--- src/rtl/bus_arbiter_mux_pkg.sv ---
// Shared constants for the bus arbiter: arbitration modes, default sizes, legacy source indices.
// Latency: n/a (declarations only).
// Backpressure: n/a.
package bus_pkg;

   localparam int MODE_FIXED   = 0;
   localparam int MODE_RR      = 1;

   localparam int DEF_DATA_W   = 8;
   localparam int DEF_N_SRC    = 8;

   // Legacy control-unit source numbering, usable as force_sel values
   localparam int SRC_X        = 0;
   localparam int SRC_AR       = 1;
   localparam int SRC_PC       = 2;
   localparam int SRC_DR       = 3;
   localparam int SRC_AC       = 4;
   localparam int SRC_IR       = 5;
   localparam int SRC_TR       = 6;
   localparam int SRC_MEM      = 7;

   // Index following k, wrapping back to 0 after n-1
   function automatic int unsigned wrap_next(input int unsigned k, input int unsigned n);
      return (k + 1 >= n) ? 0 : k + 1;
   endfunction

endpackage

--- src/rtl/bus_arbiter_mux_if.sv ---
// Request/grant/data bundle between bus sources and the shared-bus arbiter.
// Latency: n/a (wires only).
// Backpressure: none; grant is the only flow control a source sees.
interface bus_arbiter_mux_if #(
   parameter int DATA_W = 8,
   parameter int N_SRC  = 8,
   parameter int SEL_W  = $clog2(N_SRC)
);

   logic [N_SRC-1:0]        req;
   logic                    lock;
   logic                    force_en;
   logic [SEL_W-1:0]        force_sel;
   logic [N_SRC*DATA_W-1:0] src_data;
   logic [N_SRC-1:0]        grant;
   logic [SEL_W-1:0]        grant_idx;
   logic                    bus_valid;
   logic [DATA_W-1:0]       bus_out;

   // Source side / control unit
   modport master (
      output req, lock, force_en, force_sel, src_data,
      input  grant, grant_idx, bus_valid, bus_out
   );

   // Arbiter side
   modport slave (
      input  req, lock, force_en, force_sel, src_data,
      output grant, grant_idx, bus_valid, bus_out
   );

endinterface

--- src/rtl/bus_arbiter_mux_rr_priority_picker.sv ---
// Finds the first asserted request scanning upward from a start index, wrapping at N_SRC-1.
// Latency: combinational.
// Backpressure: none.
module rr_priority_picker #(
   parameter int N_SRC = 8,
   parameter int SEL_W = $clog2(N_SRC)
) (
   input  logic [N_SRC-1:0] req,
   input  logic [SEL_W-1:0] start,
   output logic             found,
   output logic [SEL_W-1:0] idx
);

   int k;

   // Scan from the far end back toward start so the closest hit is the last one written
   always_comb begin
      found = 1'b0;
      idx   = '0;
      k     = 0;
      for (int i = N_SRC - 1; i >= 0; i--) begin
         k = int'(start) + i;
         if (k >= N_SRC) begin
            k = k - N_SRC;
         end
         if (req[k]) begin
            found = 1'b1;
            idx   = k[SEL_W-1:0];
         end
      end
   end

endmodule

--- src/rtl/bus_arbiter_mux.sv ---
// Registered shared-bus controller: arbitrates N_SRC requesters (fixed or round-robin) and muxes the owner's data.
// Latency: 1 cycle from req/force sampling to grant and bus_out.
// Backpressure: none; losing sources simply keep req high until granted.
module bus_arbiter_mux
   import bus_pkg::*;
#(
   parameter int DATA_W = DEF_DATA_W,
   parameter int N_SRC  = DEF_N_SRC,
   parameter int SEL_W  = $clog2(N_SRC),
   parameter int MODE   = MODE_FIXED
) (
   input  logic          clk,
   input  logic          reset,
   bus_arbiter_mux_if.slave bus
);

   logic                owner_vld;
   logic [SEL_W-1:0]    owner;
   logic [SEL_W-1:0]    rr_ptr;

   logic                nxt_owner_vld;
   logic [SEL_W-1:0]    nxt_owner;
   logic [SEL_W-1:0]    nxt_ptr;
   logic [SEL_W-1:0]    nxt_idx;
   logic [N_SRC-1:0]    nxt_grant;
   logic [DATA_W-1:0]   nxt_out;

   logic [N_SRC-1:0]    grant_q;
   logic [SEL_W-1:0]    idx_q;
   logic                vld_q;
   logic [DATA_W-1:0]   out_q;

   logic [SEL_W-1:0]    pick_start;
   logic                pick_found;
   logic [SEL_W-1:0]    pick_idx;
   logic                force_ok;
   logic                hold;

   // Fixed priority is round-robin with the search pinned at index 0
   assign pick_start = (MODE == MODE_RR) ? rr_ptr : '0;

   rr_priority_picker #(
      .N_SRC (N_SRC),
      .SEL_W (SEL_W)
   ) u_picker (
      .req   (bus.req),
      .start (pick_start),
      .found (pick_found),
      .idx   (pick_idx)
   );

   // An out-of-range forced select parks the bus rather than aliasing onto a real source
   assign force_ok = ({1'b0, bus.force_sel} < (SEL_W + 1)'(N_SRC));

   // Lock only keeps an owner that is still asking for the bus
   assign hold = owner_vld && bus.lock && bus.req[owner];

   // Next owner selection: force, then lock hold, then arbitration, else idle
   always_comb begin
      nxt_owner_vld = 1'b0;
      nxt_owner     = owner;
      nxt_ptr       = rr_ptr;
      nxt_idx       = idx_q;
      nxt_grant     = '0;
      nxt_out       = '0;

      if (bus.force_en) begin
         if (force_ok) begin
            nxt_owner_vld = 1'b1;
            nxt_owner     = bus.force_sel;
         end
      end else if (hold) begin
         nxt_owner_vld = 1'b1;
         nxt_owner     = owner;
         nxt_ptr       = SEL_W'(wrap_next(int'(owner), N_SRC));
      end else if (pick_found) begin
         nxt_owner_vld = 1'b1;
         nxt_owner     = pick_idx;
         nxt_ptr       = SEL_W'(wrap_next(int'(pick_idx), N_SRC));
      end

      if (nxt_owner_vld) begin
         nxt_idx              = nxt_owner;
         nxt_grant[nxt_owner] = 1'b1;
         nxt_out              = bus.src_data[int'(nxt_owner)*DATA_W +: DATA_W];
      end
   end

   // Owner, pointer and output registers; reset overrides every other input
   always_ff @(posedge clk) begin
      if (reset) begin
         owner_vld <= 1'b0;
         owner     <= '0;
         rr_ptr    <= '0;
         grant_q   <= '0;
         idx_q     <= '0;
         vld_q     <= 1'b0;
         out_q     <= '0;
      end else begin
         owner_vld <= nxt_owner_vld;
         owner     <= nxt_owner;
         rr_ptr    <= nxt_ptr;
         grant_q   <= nxt_grant;
         idx_q     <= nxt_idx;
         vld_q     <= nxt_owner_vld;
         out_q     <= nxt_out;
      end
   end

   assign bus.grant     = grant_q;
   assign bus.grant_idx = idx_q;
   assign bus.bus_valid = vld_q;
   assign bus.bus_out   = out_q;

endmodule

--- src/flat_wrapper.sv ---
// flat-port wrapper written by rule: the top's interface ports become plain ports
module bus_arbiter_mux_flat import bus_pkg::*;
#(
   parameter int DATA_W = DEF_DATA_W,
   parameter int N_SRC  = DEF_N_SRC,
   parameter int SEL_W  = $clog2(N_SRC),
   parameter int MODE   = MODE_FIXED
)
  (clk, reset, bus_req, bus_lock, bus_force_en, bus_force_sel, bus_src_data, bus_grant, bus_grant_idx, bus_bus_valid, bus_bus_out);
  bus_arbiter_mux_if #(.DATA_W(DATA_W), .N_SRC(N_SRC), .SEL_W(SEL_W)) bus_i ();
  input  logic clk;
  input  logic reset;
  input wire logic [$bits(bus_i.req)-1:0] bus_req;
  input wire logic [$bits(bus_i.lock)-1:0] bus_lock;
  input wire logic [$bits(bus_i.force_en)-1:0] bus_force_en;
  input wire logic [$bits(bus_i.force_sel)-1:0] bus_force_sel;
  input wire logic [$bits(bus_i.src_data)-1:0] bus_src_data;
  output wire logic [$bits(bus_i.grant)-1:0] bus_grant;
  output wire logic [$bits(bus_i.grant_idx)-1:0] bus_grant_idx;
  output wire logic [$bits(bus_i.bus_valid)-1:0] bus_bus_valid;
  output wire logic [$bits(bus_i.bus_out)-1:0] bus_bus_out;
  assign bus_i.req = bus_req;
  assign bus_i.lock = bus_lock;
  assign bus_i.force_en = bus_force_en;
  assign bus_i.force_sel = bus_force_sel;
  assign bus_i.src_data = bus_src_data;
  assign bus_grant = bus_i.grant;
  assign bus_grant_idx = bus_i.grant_idx;
  assign bus_bus_valid = bus_i.bus_valid;
  assign bus_bus_out = bus_i.bus_out;
  bus_arbiter_mux #(.DATA_W(DATA_W), .N_SRC(N_SRC), .SEL_W(SEL_W), .MODE(MODE)) u_core (.clk(clk), .reset(reset), .bus(bus_i));
endmodule
--- config.mk ---
export PLATFORM = sky130hd
export DESIGN_NAME = bus_arbiter_mux_flat
export DESIGN_NICKNAME = d
export VERILOG_FILES = /design/src/rtl/bus_arbiter_mux_pkg.sv /design/src/rtl/bus_arbiter_mux_if.sv /design/src/rtl/bus_arbiter_mux_rr_priority_picker.sv /design/src/rtl/bus_arbiter_mux.sv /design/src/flat_wrapper.sv
export SDC_FILE = /design/constraint.sdc
export NUM_CORES = 1
export LEC_CHECK = 0
export ABC_AREA = 1
export BUFFER_PORTS_ARGS = -buffer_cell sky130_fd_sc_hd__buf_2
export CORE_ASPECT_RATIO = 0.7
export CORE_MARGIN = 4
export CORE_UTILIZATION = 40
export DETAILED_ROUTE_END_ITERATION = 7
export GPL_TIMING_DRIVEN = 0
export PLACE_DENSITY = 0.74
export SYNTH_ARGS = -nofsm -noshare
export SYNTH_HDL_FRONTEND = slang
export SYNTH_SLANG_ARGS = --single-unit
--- constraint.sdc ---
create_clock -name clk -period 4.44 [get_ports clk]
set_input_delay 0.666 -clock clk [delete_from_list [all_inputs] [get_ports clk]]
set_output_delay 0.666 -clock clk [all_outputs]
set_load 0.05 [all_outputs]
; After elaboration in Yosys (flattened, before gate mapping)
; Index checks and enable logic that the tools add are counted.
[word_totals]
word_cells = 40
regBits = 23
out_inout_bits = 20
[op_classes]
reduce_logical = 4
bitwise_logic = 1
muxes = 26
order_cmp = 3
shifts = 1
[op_table]
columns = operator, count
row1 = variable part select 64 x 7 -> 8 bit, 1
row2 = two-way mux 3 bit, 11
row3 = two-way mux 1 bit, 13
row4 = "< comparator 3 x 4 -> 1 bit, second input constant", 2
row5 = binary-select mux 1 bit (select 3 bit), 1
row6 = demux 1 bit (select 3 bit), 1
row7 = "greater-or-equal comparator 3 x 1 -> 1 bit, second input constant", 1
row8 = logical AND 1 bit, 3
row9 = OR reduction 2 bit, 1
row10 = inverter 1 bit, 1

; Logic depth before layout (Yosys ltp)
[depth]
depth_word = 15
depth_mapped = 16
depth_no_buf = 16

; Hierarchy
; From an unflattened synthesis, not the netlist that was laid out.
[unflattened]
hier_cells = 400
area_unflattened_um2 = 2329.7
[modules_own_cells]
columns = module, seq_area_each_um2, cells_each, n_inst, area_each_um2
row1 = bus_arbiter_mux, 460.4, 278, 1, 1590.3
row2 = rr_priority_picker, 0.0, 122, 1, 739.5

; Least setup slack after synthesis
; No wires, ideal clock.
[synth_timing]
kind = in2reg
from = in bus_req[7]
to = reg u_core.out_q[3], in the netlist u_core.bus.bus_out[3]
stages = 13
setup_slack_ns = 2.495
t_arrival_ns = 1.827
required_time_ns = 4.322
cell_sequence = inv_1 -> nand2_1 -> nor2_1 -> nand3_1 -> nand2_1 -> nand2_1 -> nand3_4 -> buf_2 -> nand3_1 -> nand3_1 -> nand2_1 -> nor2_1 -> nor2_1
[synth_between]
elab_chain_cells = 13
word_cells_on_any_way = 28
[synth_rtl]
columns = item, line_no
row1 = "start, declared", flat_wrapper.sv:13  ; input wire logic [$bits(bus_i.req)-1:0] bus_req;
row2 = "parallel branches: the longest is 13 deep, another holds variable part select 64 x 7 -> 8 bit", -
row3 = "end signal, assigned", bus_arbiter_mux.sv:106  ; out_q <= nxt_out;
row4 = "end, declared", bus_arbiter_mux.sv:31  ; logic [DATA_W-1:0] out_q;
; Several ways; the timed one is not identified. The select of a mux whose other input is x is not followed.
; A chain may end at the register's enable or synchronous reset.

; Worst setup path after layout
[layout_timing]
from = in bus_req[1]
to = reg u_core.out_q[3], in the netlist u_core.bus.bus_out[3]
[layout_between]
elab_chain_cells = 7
word_cells_on_any_way = 16
[layout_rtl]
columns = item
row1 = "parallel branches: the longest is 7 deep, another holds variable part select 64 x 7 -> 8 bit"
; Several ways; the timed one is not identified. The select of a mux whose other input is x is not followed.

==> impl_metrics.toml <==
[cts]
clockRootBuffer = "clkbuf_8"
cts_sinks = 23
cts_setup_buffers = 0
cts_buffers = 3
clock_latency_ns = 0.27
postCtsHoldBufs = 0
clk_pin_slew_ns = 0.08
cts-resized-gates = 0
clock_path_buffers = 2
cts_tree = "yes"
cts-htree-levels = 1

[placement]
io_buffers = 98
placed_cell_area_mm2 = 0.00232
pre_cts_slack_ns = 1.99
dp_hpwl_um = 4570
routabilityCongestion = 0.913

[power_and_ir_drop]
total_power_uw = 613
swShare = 0.395
combPwrFrac = 0.412
p_clk_frac = 0.212
pwr-share-seq = 0.376
p_sw_uw = 242
ir_worst_vdd_v = 0.000141
internal_power_uw = 371
cellPowerDensity_mw_per_mm2 = 259
leakage_uw = 0.00152

[drt]
detailroute.via_count = 2192
post_drt_wl_per_cell_um = 12.0
ant_nets = 0
wirelength_um = 5620
viasPerCell = 4.66
first_pass_iters = 4
drc = 0
drt-initial-drc-count = 110

[sta]
max-slew-margin-rel = 0.647
fin_tns_setup_ns = 0
rsz0062_at_grt = "false"
drv_slew = 0
finalWorstSetupSlack_ns = 2.23
worst_slew_pin_slew_ns = 0.530
fmax_ghz = 0.453
finalSetupViolCount = 0
period_minus_slack_ns = 2.21
worst_clock_skew_ns = 0.00692
finalHoldViolations = 0
fin_crit_sh = 0.497

[floorplanning]
die_h_um = 63.6
rows = 19
io_pins = 99
dieWidth_um = 87.4
core_area_mm2 = 0.00409
start_util = 0.431
die_area_mm2 = 0.00555

[global_route]
grt_pass1_vias = 1978
grt_overflow = 0
met2_usage = 0.285
busiest_layer = "met1"
grt_max_degree = 14
met3_usage = 0.0365
antenna_found_initial = 0
gr-usage-all-layers = 0.197
grtUsageMet1 = 0.292
grt_pass1_wl_um = 8800

[run_status]
outcome = "complete, no violations"

[logic_synthesis]
synth.yosys.seq_area_share = 0.261
synth_area_mm2 = 0.00176
synth_fa_ha_area_frac = 0
netlist_instances = 316
yosysWarnings = 0
synth_xor_area_frac = 0
muxShareOfSynthArea = 0
ys_ff_latch = 23
synth_compound_gate_area_share = 0.0113
synth.avg_cell_area_um2 = 5.58
synthSimpleGateAreaFrac = 0.528
synth_top_family_by_area = "simple AND/OR/NAND/NOR gates"
synth_nets = 395
synth.distinct_cells = 21

[setup_path]
crit_arrival_ns = 2.40
crit_path_end_kind = "register"
worstPathRequired_ns = 4.64
cp-start-kind = "input port"
critPathMaxFanout = 8
path_class = "input port to register"
timing.rr.start = "u_core.owner[0]"
crit_start = "bus_req[1]"

[finish]
fin_nets = 498
finalInstanceArea_mm2 = 0.00237
syn2layout_area_growth_pct = 34.1
diodes = 0
drive_gt1_frac = 0.285

[hold_path]
hold_path_startpoint = "u_core.bus.grant_idx[0]"
min-delay-path-class = "register to register"

[flow_run]
max_cap_violations = 0
[cells in the mapped netlist (all sizes together)]
| library cell | number | share of area |
|---|---|---|
| nand2 | 83 | 0.19 |
| dfxtp | 23 | 0.26 |
| clkinv | 1 | 0.0021 |
| o21ai | 3 | 0.0085 |
| nand3b | 8 | 0.034 |
| or2 | 1 | 0.0035 |
| nor2 | 35 | 0.084 |
| a21oi | 1 | 0.0028 |
| buf | 9 | 0.034 |
| clkbuf | 1 | 0.0021 |
| nand3 | 74 | 0.22 |
| nand4 | 1 | 0.0035 |
| inv | 76 | 0.16 |
[layer usage]
layer	vias to the layer above	part of all wire
li1	1156	-
met5	-	0
met1	938	0.46
met2	92	0.42
met3	6	0.11
met4	0	0.0089
[power groups by stage]
stage                     registers [uW]  clock network, uW  logic, uW
after floorplan                      286                  0        119
after global placement               235                  0        248
after detailed placement             235                  0        251
after CTS                            230                134        251
after global routing                 232                141        278
final                                230                130        252
[sequential cells by signal (all words and copies together), names as in the netlist]
signal,count
u_core.bus.grant_idx,3
u_core.bus.bus_valid,1
u_core.bus.grant,8
u_core.bus.bus_out,8
u_core.owner,3
[worst paths after layout]
path | to | slack [ns] | cells after the start
max | u_core.bus.bus_out[3] | 2.23 | 16
max reg2reg | u_core.bus.bus_out[3] | 2.30 | 16
min reg2reg | u_core.bus.grant_idx[0] | 0.48 | 2
min | u_core.bus.grant_idx[0] | 0.48 | 2
[cells in the final DEF, fill, tap and decap left out]
| cell type | instances |
|---|---|
| buf_6 | 3 |
| nor2_2 | 1 |
| clkinv_2 | 1 |
| nand4_1 | 1 |
| dfxtp_1 | 23 |
| nor2_1 | 32 |
| or2_2 | 1 |
| buf_1 | 3 |
| clkbuf_1 | 1 |
| nand2_4 | 1 |
| clkbuf_8 | 3 |
| inv_1 | 74 |
| nand2_2 | 3 |
| inv_2 | 2 |
| nand3b_1 | 8 |
| nor2_4 | 2 |
| buf_2 | 101 |
| nand3_1 | 73 |
| nand3_4 | 1 |
| a21oi_1 | 1 |
| nand2_1 | 79 |
| clkinv_1 | 1 |
| o21ai_0 | 3 |
[final cells by class]
cell class,count,area (um2)
sequential,23,460
clock inverter,1,5.00
fill,424,1720
multi-input combinational,206,951
tap,52,65.1
clock buffer,3,41.3
buffer,10,63.8
inverter,77,289
timing repair buffer,98,490
[critical path, stage by stage]
cell     delay, ns
buf_2         0.11
nor2_1        0.16
nand2_1       0.08
inv_1         0.08
nand3_1       0.15
nand2_1       0.11
nand2_1       0.05
nand2_1       0.05
nand3_1       0.08
nand2_2       0.13
nand2_1       0.12
inv_1         0.23
nand3_1       0.13
nand2_1       0.12
nor2_1        0.06
nor2_1        0.08
[cells by family after synthesis]
group                  count (synthesis)
AOI/OAI and AO/OA                      4
and+or+nand+nor                      202
DFF                                   23
buffers and inverters                 87
[per-stage QoR]
stage,hold WS [ns],util,instances
finish,0.481,0.579,470
global route,0.526,0.579,470
CTS,0.491,0.579,470
detailed placement,0.475,0.567,466
global placement,0.458,0.567,466
floorplan,0.697,-,316
Power figures use the tool's default switching activity.
